===== config.mk =====
export PLATFORM = sky130hd
export DESIGN_NAME = hex_digit_scanner
export DESIGN_NICKNAME = d
export VERILOG_FILES = /design/src/rtl/hex_digit_scanner.sv
export SDC_FILE = /design/constraint.sdc
export NUM_CORES = 1
export LEC_CHECK = 0
export ABC_AREA = 1
export CAP_MARGIN = 20
export CORE_ASPECT_RATIO = 1.25
export CORE_UTILIZATION = 50
export CTS_CLUSTER_DIAMETER = 50
export CTS_CLUSTER_SIZE = 40
export DETAILED_ROUTE_END_ITERATION = 8
export HOLD_SLACK_MARGIN = 0.05
export PLACE_DENSITY = 0.8
export SYNTH_ARGS = -nofsm -noshare
export SYNTH_HDL_FRONTEND = slang
export SYNTH_SLANG_ARGS = --single-unit
export TNS_END_PERCENT = 1

===== constraint.sdc =====
create_clock -name clk -period 1.9 [get_ports clk]
set_input_delay 0.19 -clock clk [delete_from_list [all_inputs] [get_ports clk]]
set_output_delay 0.19 -clock clk [all_outputs]
set_load 0.05 [all_outputs]

===== src/rtl/hex_digit_scanner.sv =====
// hex_digit_scanner
//   Time-multiplexed scan driver for a common-anode multi-digit 7-segment
//   display. A NUM_DIGITS*4-bit value is accepted into a one-entry pending
//   buffer through a valid/ready handshake. It is copied to the displayed
//   value only at frame boundaries, so a frame never mixes two values.
//   Each digit slot lasts DWELL cycles. The first BLANK cycles of a slot are
//   dead time with all anodes off. Optional leading-zero blanking is applied.
//
// Ports
//   clk         in   system clock, rising edge
//   rst_n       in   asynchronous active-low reset
//   in_valid    in   new display value offered
//   in_data     in   display value, nibble i -> digit i (digit 0 = LS nibble)
//   in_ready    out  pending buffer empty, a value can be accepted
//   lzb         in   1 = blank leading zero digits (sampled every cycle)
//   hex         out  nibble of the current digit, registered
//   an          out  active-low anode enables, at most one bit low, registered
//   frame_tick  out  one-cycle pulse marking the last cycle of a scan frame
module hex_digit_scanner #(
    parameter int NUM_DIGITS = 4,
    parameter int DWELL      = 1000,
    parameter int BLANK      = 8
) (
    input  logic                    clk,
    input  logic                    rst_n,
    input  logic                    in_valid,
    input  logic [4*NUM_DIGITS-1:0] in_data,
    output logic                    in_ready,
    input  logic                    lzb,
    output logic [3:0]              hex,
    output logic [NUM_DIGITS-1:0]   an,
    output logic                    frame_tick
);

    localparam int DW = 4 * NUM_DIGITS;
    localparam int CW = (DWELL > 1) ? $clog2(DWELL) : 1;
    localparam int IW = (NUM_DIGITS > 1) ? $clog2(NUM_DIGITS) : 1;

    localparam logic [CW-1:0] CNT_LAST  = CW'(DWELL - 1);
    localparam logic [CW-1:0] CNT_BLANK = CW'(BLANK);
    localparam logic [IW-1:0] IDX_LAST  = IW'(NUM_DIGITS - 1);

    logic [CW-1:0]         cnt_q, cnt_d;
    logic [IW-1:0]         idx_q, idx_d;
    logic [DW-1:0]         shown_q, shown_d;
    logic [DW-1:0]         pend_q, pend_d;
    logic                  pend_valid_q, pend_valid_d;
    logic [3:0]            hex_q, hex_d;
    logic [NUM_DIGITS-1:0] an_q, an_d;
    logic                  frame_tick_q, frame_tick_d;

    logic                  boundary;
    logic                  transfer;
    logic                  digit_blanked;
    logic [3:0]            nib [NUM_DIGITS];
    // lead_zero[i]: nibbles i..NUM_DIGITS-1 of the shown value are all zero.
    logic [NUM_DIGITS-1:0] lead_zero;

    assign in_ready = ~pend_valid_q;
    assign transfer = in_valid & ~pend_valid_q;
    assign boundary = (cnt_q == CNT_LAST) && (idx_q == IDX_LAST);

    always_comb begin
        lead_zero = '0;
        for (int i = 0; i < NUM_DIGITS; i++) begin
            nib[i] = shown_q[4*i +: 4];
        end
        lead_zero[NUM_DIGITS-1] = (nib[NUM_DIGITS-1] == 4'h0);
        for (int i = NUM_DIGITS - 2; i >= 0; i--) begin
            lead_zero[i] = lead_zero[i+1] && (nib[i] == 4'h0);
        end
    end

    // Digit 0 always stays lit so that a zero value still shows "0".
    assign digit_blanked = lzb && (idx_q != '0) && lead_zero[idx_q];

    always_comb begin
        // NOTE: every signal gets a default first so no path leaves it unassigned (no latches).
        cnt_d        = cnt_q + CW'(1);
        idx_d        = idx_q;
        shown_d      = shown_q;
        pend_d       = pend_q;
        pend_valid_d = pend_valid_q;

        if (cnt_q == CNT_LAST) begin
            cnt_d = '0;
            idx_d = (idx_q == IDX_LAST) ? '0 : idx_q + IW'(1);
        end

        // A boundary frees a full buffer; a transfer needs an empty one, so
        // the two can never act on pend in the same cycle.
        if (boundary && pend_valid_q) begin
            shown_d      = pend_q;
            pend_valid_d = 1'b0;
        end
        if (transfer) begin
            pend_d       = in_data;
            pend_valid_d = 1'b1;
        end

        frame_tick_d = boundary;
        hex_d        = nib[idx_q];
        an_d         = '1;
        if ((cnt_q >= CNT_BLANK) && !digit_blanked) begin
            an_d[idx_q] = 1'b0;
        end
    end

    // NOTE: the display and pending registers are reset too, because a reset must discard both values.
    always_ff @(posedge clk or negedge rst_n) begin
        if (!rst_n) begin
            cnt_q        <= '0;
            idx_q        <= '0;
            shown_q      <= '0;
            pend_q       <= '0;
            pend_valid_q <= 1'b0;
            hex_q        <= 4'h0;
            an_q         <= '1;
            frame_tick_q <= 1'b0;
        end else begin
            // NOTE: non-blocking assignments so every register samples the pre-edge state.
            cnt_q        <= cnt_d;
            idx_q        <= idx_d;
            shown_q      <= shown_d;
            pend_q       <= pend_d;
            pend_valid_q <= pend_valid_d;
            hex_q        <= hex_d;
            an_q         <= an_d;
            frame_tick_q <= frame_tick_d;
        end
    end

    assign hex        = hex_q;
    assign an         = an_q;
    assign frame_tick = frame_tick_q;

endmodule


==> results of run 1 <==
## logic make-up (layout without fill, tap and decap cells)
kind of cell,Yosys count,count (layout),synth area share
AO/OA/AOI/OAI,26,26,0.0572
XOR/XNOR,2,2,0.00728
flip-flops,54,54,0.563
multiplexers,16,16,0.0748
buffers and inverters,25,58,0.0442
AND/OR/NAND/NOR,117,117,0.222
adder cells (fa/ha/maj),6,6,0.0312
## worst register-to-register path: cells and delay by family, from the launching register on
kind	cells	cell delay (ns)
adders and majority gates	1	0.22
and+or+nand+nor	5	0.90
DFF	1	0.42
## area by class of cell
class,instances,area [µm²],share of cell area
multi-input cells,167,945,0.332
flip-flops and latches,54,1360,0.477
repair buffers,32,308,0.108
clock buffers,5,68.8,0.0242
inverters,18,67.6,0.0238
well taps,58,72.6,0.0255
clock inverters,3,25.0,0.00880
## metal layers
metal,vias up,share of wire,routed length (µm),GRT usage
li1,864,-,-,-
met4,0,0.026,110,0.100
met3,6,0.029,124,0.0343
met2,38,0.51,2140,0.317
met5,-,0,0,0
met1,818,0.43,1830,0.238
## power by group through the flow
stage               Combinational [mW]  Clock [mW]  Sequential [mW]
floorplan                       0.0341           0             1.22
global placement                0.0954           0             1.23
detailed placement              0.0992           0             1.23
CTS                              0.101       0.671             1.21
global route                     0.111       0.722             1.21
finish                          0.0975       0.653             1.21
## worst paths after layout
| kind | startpoint | endpoint | slack (ns) | cells after the start |
|---|---|---|---|---|
| setup / recovery | an[1] | an[1] | 0.09 | 1 |
| hold / removal | in_data[14] | pend_q[14] | 0.48 | 2 |
| setup reg to reg | cnt_q[0] | shown_q[10] | 0.27 | 6 |
| hold reg to reg | pend_q[7] | shown_q[7] | 0.51 | 2 |
| max in group asynchronous | rst_n | idx_q[0] | 0.90 | 3 |
| min in group asynchronous | rst_n | shown_q[8] | 0.52 | 3 |
## stage by stage
| stage | utilization | area (µm²) |
|---|---|---|
| global route | 0.628 | 2840 |
| CTS | 0.628 | 2840 |
| floorplan | - | 2410 |
| global placement | 0.605 | 2740 |
| finish | 0.628 | 2840 |
| detailed placement | 0.605 | 2740 |
## cell usage after synthesis, drive strengths merged, types with 2 or more instances
cell type   n  area, µm²
o21ai      17       85.1
nand3      27        148
ha          6       75.1
clkbuf      2       7.51
xor2        2       17.5
nand2      55        209
buf         5       31.3
nand4       3       25.0
mux2       16        180
dfstp       4        105
dfrtp      50       1250
a21oi       4       20.0
nor2       30        141
inv        18       67.6
o22ai       4       25.0
## registers in the layout (all words and copies together) (netlist names)
name,count
pend_q,16
shown_q,16
cnt_q,10
an,4
hex,4
idx_q,2
frame_tick,1
pend_valid_q,1
## timing repair
action,in CTS,in global routing
setup endpoints to repair,0,4
hold endpoints to repair,50,0
buffers inserted,0,0
hold buffers,1,0
gates resized for setup,0,1
==> flow_results.xml, run 1 <==
<?xml version="1.0" encoding="UTF-8"?>
<metrics>
  <group name="die">
    <metric name="initial_core_util" unit="">0.532</metric>
    <metric name="design.core.area" unit="µm²">4530</metric>
    <metric name="dieHeight" unit="µm">79.6</metric>
    <metric name="num_io_pins" unit="">30</metric>
    <metric name="chipWidth" unit="µm">64.1</metric>
    <metric name="design.die.area" unit="µm²">5100</metric>
    <metric name="placement_rows" unit="">27</metric>
  </group>
  <group name="clocking">
    <metric name="cts.sink_count" unit="">54</metric>
    <metric name="cts-buffers-inserted" unit="">5</metric>
    <metric name="cts_tree" unit="">yes</metric>
    <metric name="clk_pin_slew_worst_paths" unit="ns">0.10</metric>
    <metric name="worstSkewPairLatency" unit="ns">0.31</metric>
    <metric name="cts-root-to-sink-buffers" unit="">2</metric>
    <metric name="cts-htree-levels" unit="">2</metric>
    <metric name="clockRootBuffer" unit="">clkbuf_8</metric>
  </group>
  <group name="pwr">
    <metric name="p_sw_frac" unit="">0.225</metric>
    <metric name="pwr-share-seq" unit="">0.617</metric>
    <metric name="p_leak" unit="nW">1.37</metric>
    <metric name="p_total" unit="mW">1.96</metric>
    <metric name="powerDensity" unit="nW/µm²">689</metric>
    <metric name="internal_power" unit="mW">1.52</metric>
    <metric name="combinationalPowerShare" unit="">0.050</metric>
    <metric name="max-vdd-ir-drop" unit="µV">542</metric>
    <metric name="power.switching" unit="µW">442</metric>
    <metric name="clkPwrFrac" unit="">0.333</metric>
  </group>
  <group name="sta">
    <metric name="actual_transition_at_the_worst_max_transition_pin" unit="ns">0.661</metric>
    <metric name="clock-skew-final" unit="ns">0.00766</metric>
    <metric name="hold_violations" unit="">0</metric>
    <metric name="timing.final.setup_violations" unit="">0</metric>
    <metric name="rsz_0062_raised_after_global_routing" unit="">false</metric>
    <metric name="timing.setup.tns" unit="ns">0</metric>
    <metric name="worst_hold_slack" unit="ns">0.482</metric>
    <metric name="maxSlewViolCount" unit="">0</metric>
    <metric name="fin_crit" unit="ns">1.81</metric>
    <metric name="layout_worst_path_cycle_share" unit="">0.955</metric>
    <metric name="timing.final.ws_setup" unit="ns">0.0856</metric>
    <metric name="max-slew-margin-rel" unit="">0.559</metric>
    <metric name="max_clock_freq" unit="GHz">0.551</metric>
  </group>
  <group name="grt">
    <metric name="grt_first_pass_wirelength" unit="mm">7.38</metric>
    <metric name="antenna_found_initial" unit="">0</metric>
    <metric name="global_route_usage_over_all_layers" unit="">0.192</metric>
    <metric name="grt_max_degree" unit="">55</metric>
    <metric name="grt_pass1_vias" unit="">1641</metric>
    <metric name="global_route.overflow_total" unit="">0</metric>
  </group>
  <group name="setup_path">
    <metric name="worst_path_max_delay_cell" unit="">clkdlybuf4s50_1</metric>
    <metric name="series_of_cell_instances_along_the_critical_path" unit="">clkdlybuf4s50_1</metric>
    <metric name="end_kind" unit="">output port</metric>
    <metric name="worst_path_largest_cell_delay" unit="ns">0.79</metric>
    <metric name="number_of_buffer_and_inverter_instances_along_the_worst_setup_path" unit="">1</metric>
    <metric name="critical_path_class" unit="">reg -&gt; out</metric>
    <metric name="critPathRequiredTime" unit="ns">1.71</metric>
    <metric name="setup.worst_path.start_class" unit="">flop</metric>
    <metric name="worst-endpoint-arrival" unit="ns">1.62</metric>
    <metric name="critPathTopFamily" unit="">buffers and inverters</metric>
    <metric name="critical_path.max_fanout" unit="">1</metric>
  </group>
  <group name="drt">
    <metric name="detail-route-antenna-nets" unit="">0</metric>
    <metric name="routed-via-count" unit="">1726</metric>
    <metric name="via_per_inst" unit="">5.12</metric>
    <metric name="drc" unit="">0</metric>
    <metric name="pre_repair_dr_iteration_count" unit="">4</metric>
    <metric name="drt-total-wl" unit="mm">4.21</metric>
    <metric name="initialDrtViolationCount" unit="">107</metric>
    <metric name="routed_len_inst" unit="µm">12.5</metric>
  </group>
  <group name="layout">
    <metric name="final_common_cell" unit="">nand2_1</metric>
    <metric name="final-instance-count-excl-fill" unit="">337</metric>
    <metric name="diodes" unit="">0</metric>
    <metric name="final_net_count" unit="">304</metric>
    <metric name="areaGrowthSynthToFinish" unit="%">18.1</metric>
    <metric name="drive_gt1_frac" unit="">0.158</metric>
    <metric name="most-common-layout-cells" unit="">54 x nand2_1, 49 x dfrtp_1, 27 x clkdlybuf4s50_1, 26 x nor2_1, 26 x nand3_1</metric>
    <metric name="fill_cells" unit="">411</metric>
  </group>
  <group name="placement">
    <metric name="gp_routability_congestion" unit="">0.868</metric>
    <metric name="place_hpwl" unit="mm">3.07</metric>
    <metric name="pre_cts_slack" unit="ns">0.206</metric>
    <metric name="placedCellCount" unit="">328</metric>
    <metric name="port_buffers" unit="">29</metric>
  </group>
  <group name="synthesis">
    <metric name="post_synth_inst_count" unit="">246</metric>
    <metric name="synth_area_per_cell" unit="µm²">9.79</metric>
    <metric name="yosys.cell_types.count" unit="">26</metric>
    <metric name="netlist_area" unit="µm²">2410</metric>
    <metric name="yosys_most_used_dff" unit="">dfrtp_1</metric>
    <metric name="synth_enable_flop_cells" unit="">0</metric>
    <metric name="synth_seq_cells" unit="">54</metric>
    <metric name="synth-seq-area-share" unit="">0.563</metric>
    <metric name="yosys_warning_total" unit="">0</metric>
    <metric name="ys_async_sr_fraction" unit="">1.00</metric>
    <metric name="syn-num-nets" unit="">272</metric>
  </group>
  <group name="run">
    <metric name="drv_cap" unit="">0</metric>
  </group>
  <group name="run_status">
    <metric name="run_status" unit="">completed</metric>
  </group>
  <group name="hold_path">
    <metric name="timing.hold.worst.class" unit="">in -&gt; reg</metric>
  </group>
</metrics>
Note: power is estimated with default switching activity, not from simulation.
==> inputs of run 2 (changes only) <==
- CAP_MARGIN: 20 -> 0
- CORE_ASPECT_RATIO: 1.25 -> 1.75
- clock period: 1.9 -> 1.7 ns (I/O delays scaled with it)
==> flow_results.xml, run 2 (same netlist as run 1, synthesis figures left out) <==
<?xml version="1.0" encoding="UTF-8"?>
<metrics>
  <group name="layout">
    <metric name="drive_gt1_frac" unit="">0.192</metric>
    <metric name="diodes" unit="">0</metric>
    <metric name="final-instance-count-excl-fill" unit="">339</metric>
    <metric name="layout.core_utilization" unit="">0.627</metric>
    <metric name="most-common-layout-cells" unit="">54 x nand2_1, 50 x dfrtp_1, 26 x nor2_1, 26 x nand3_1, 23 x clkdlybuf4s50_1</metric>
    <metric name="top_regs" unit="">pend_q (16), shown_q (16), cnt_q (10)</metric>
    <metric name="final_net_count" unit="">312</metric>
    <metric name="areaGrowthSynthToFinish" unit="%">21.6</metric>
    <metric name="final_common_cell" unit="">nand2_1</metric>
  </group>
  <group name="setup_path">
    <metric name="critPathRequiredTime" unit="ns">1.53</metric>
    <metric name="critPathTopFamily" unit="">buffers and inverters</metric>
    <metric name="series_of_cell_instances_along_the_critical_path" unit="">clkdlybuf4s50_1</metric>
    <metric name="worst_path_largest_cell_delay" unit="ns">0.79</metric>
    <metric name="worst-endpoint-arrival" unit="ns">1.44</metric>
    <metric name="critical_path.max_fanout" unit="">1</metric>
    <metric name="number_of_buffer_and_inverter_instances_along_the_worst_setup_path" unit="">1</metric>
    <metric name="critical_path_class" unit="">reg -&gt; out</metric>
    <metric name="end_kind" unit="">output port</metric>
    <metric name="setup.worst_path.start_class" unit="">flop</metric>
    <metric name="worst_path_max_delay_cell" unit="">clkdlybuf4s50_1</metric>
  </group>
  <group name="pwr">
    <metric name="powerDensity" unit="nW/µm²">752</metric>
    <metric name="internal_power" unit="mW">1.70</metric>
    <metric name="clkPwrFrac" unit="">0.334</metric>
    <metric name="p_sw_frac" unit="">0.227</metric>
    <metric name="combinationalPowerShare" unit="">0.052</metric>
    <metric name="power.switching" unit="µW">500</metric>
    <metric name="max-vdd-ir-drop" unit="µV">674</metric>
    <metric name="p_leak" unit="nW">1.40</metric>
    <metric name="pwr-share-seq" unit="">0.613</metric>
  </group>
  <group name="clocking">
    <metric name="cts-htree-levels" unit="">2</metric>
    <metric name="cts-buffers-inserted" unit="">5</metric>
    <metric name="clk_pin_slew_worst_paths" unit="ns">0.10</metric>
    <metric name="cts-root-to-sink-buffers" unit="">2</metric>
    <metric name="cts.sink_count" unit="">54</metric>
    <metric name="clockRootBuffer" unit="">clkbuf_8</metric>
    <metric name="cts_tree" unit="">yes</metric>
    <metric name="worstSkewPairLatency" unit="ns">0.31</metric>
  </group>
  <group name="sta">
    <metric name="clock-skew-final" unit="ns">0.00445</metric>
    <metric name="maxSlewViolCount" unit="">0</metric>
    <metric name="hold_violations" unit="">0</metric>
    <metric name="timing.setup.tns" unit="ns">0</metric>
    <metric name="fin_crit" unit="ns">1.61</metric>
    <metric name="layout_worst_path_cycle_share" unit="">0.950</metric>
    <metric name="rsz_0062_raised_after_global_routing" unit="">false</metric>
    <metric name="timing.final.setup_violations" unit="">0</metric>
    <metric name="timing.final.ws_setup" unit="ns">0.0853</metric>
    <metric name="max_clock_freq" unit="GHz">0.619</metric>
    <metric name="max-slew-margin-rel" unit="">0.632</metric>
    <metric name="actual_transition_at_the_worst_max_transition_pin" unit="ns">0.551</metric>
    <metric name="worst_hold_slack" unit="ns">0.376</metric>
  </group>
  <group name="drt">
    <metric name="via_per_inst" unit="">5.31</metric>
    <metric name="drt-total-wl" unit="mm">4.81</metric>
    <metric name="initialDrtViolationCount" unit="">48</metric>
    <metric name="detail-route-antenna-nets" unit="">0</metric>
    <metric name="drc" unit="">0</metric>
    <metric name="routed_len_inst" unit="µm">14.2</metric>
    <metric name="pre_repair_dr_iteration_count" unit="">4</metric>
    <metric name="routed-via-count" unit="">1799</metric>
  </group>
  <group name="grt">
    <metric name="grt_pass1_vias" unit="">1774</metric>
    <metric name="grt_first_pass_wirelength" unit="mm">7.95</metric>
    <metric name="global_route_usage_over_all_layers" unit="">0.217</metric>
    <metric name="global_route.overflow_total" unit="">0</metric>
    <metric name="grt_max_degree" unit="">25</metric>
    <metric name="antenna_found_initial" unit="">0</metric>
  </group>
  <group name="die">
    <metric name="placement_rows" unit="">33</metric>
    <metric name="dieHeight" unit="µm">93.8</metric>
    <metric name="design.die.area" unit="µm²">5110</metric>
    <metric name="design.core.area" unit="µm²">4670</metric>
    <metric name="num_io_pins" unit="">30</metric>
    <metric name="chipWidth" unit="µm">54.5</metric>
    <metric name="initial_core_util" unit="">0.516</metric>
  </group>
  <group name="placement">
    <metric name="place_hpwl" unit="mm">3.40</metric>
    <metric name="gp_routability_congestion" unit="">0.889</metric>
    <metric name="port_buffers" unit="">29</metric>
    <metric name="pre_cts_slack" unit="ns">0.0954</metric>
    <metric name="placedCellCount" unit="">325</metric>
  </group>
  <group name="hold_path">
    <metric name="timing.hold.worst.class" unit="">in -&gt; async</metric>
  </group>
  <group name="run">
    <metric name="drv_cap" unit="">0</metric>
  </group>
  <group name="run_status">
    <metric name="run_status" unit="">completed</metric>
  </group>
</metrics>
[run 2: cell count changes in the layout (fill, tap and decap cells not counted)]
| cell | previous run | this run |
|---|---|---|
| buf_4 | 3 | 11 |
| clkdlybuf4s50_1 | 27 | 23 |
| buf_12 | 0 | 2 |
| nor2_4 | 1 | 3 |
| dfrtp_1 | 49 | 50 |
| dfrtp_2 | 1 | 0 |
| nand4_2 | 1 | 0 |
| nand4_4 | 0 | 1 |
[run 2: power by group through the flow]
stage,Combinational (mW),Sequential (mW),Clock (mW)
after global routing,0.130,1.36,0.804
after floorplan,0.0381,1.37,0
after detailed placement,0.117,1.38,0
final,0.115,1.35,0.736
after global placement,0.113,1.37,0
after CTS,0.119,1.35,0.761
[run 2: cell type report]
cell class | instances | area (µm²)
fill | 379 | 1740
sequential | 54 | 1360
multi-input combinational | 169 | 976
timing repair buffer | 38 | 368
clock buffer | 5 | 68.8
inverter | 18 | 67.6
tap | 52 | 65.1
clock inverter | 3 | 25.0
[run 2: per-stage QoR]
stage / cell area [µm²] / power [mW]
after floorplan: 2410 / 1.41
after global placement: 2770 / 1.49
after detailed placement: 2770 / 1.49
after CTS: 2870 / 2.23
after global routing: 2930 / 2.29
final: 2930 / 2.20
[run 2: repair_timing]
item | CTS | global route
setup endpoints to repair | 0 | 17
buffers inserted | 0 | 3
hold buffers | 1 | 0
resized for setup | 0 | 1
endpoints found under the hold margin | 22 | 0
[run 2: routing by layer]
layer | vias up | global-route usage | routed length (µm)
met4 | 0 | 0.0897 | 151
li1 | 882 | - | -
met2 | 42 | 0.386 | 2630
met1 | 864 | 0.242 | 1890
met3 | 11 | 0.0340 | 127
met5 | - | 0 | 0
[run 2: worst paths after layout]
check	start	to	slack, ns	depth (start not counted)
max reg2reg	cnt_q[0]	shown_q[6]	0.11	7
min	rst_n	cnt_q[5]	0.38	2
max in group asynchronous	rst_n	shown_q[0]	0.73	3
min reg2reg	pend_q[10]	shown_q[10]	0.51	2
max	frame_tick	frame_tick	0.09	1
min in group clk	in_data[10]	pend_q[10]	0.46	2
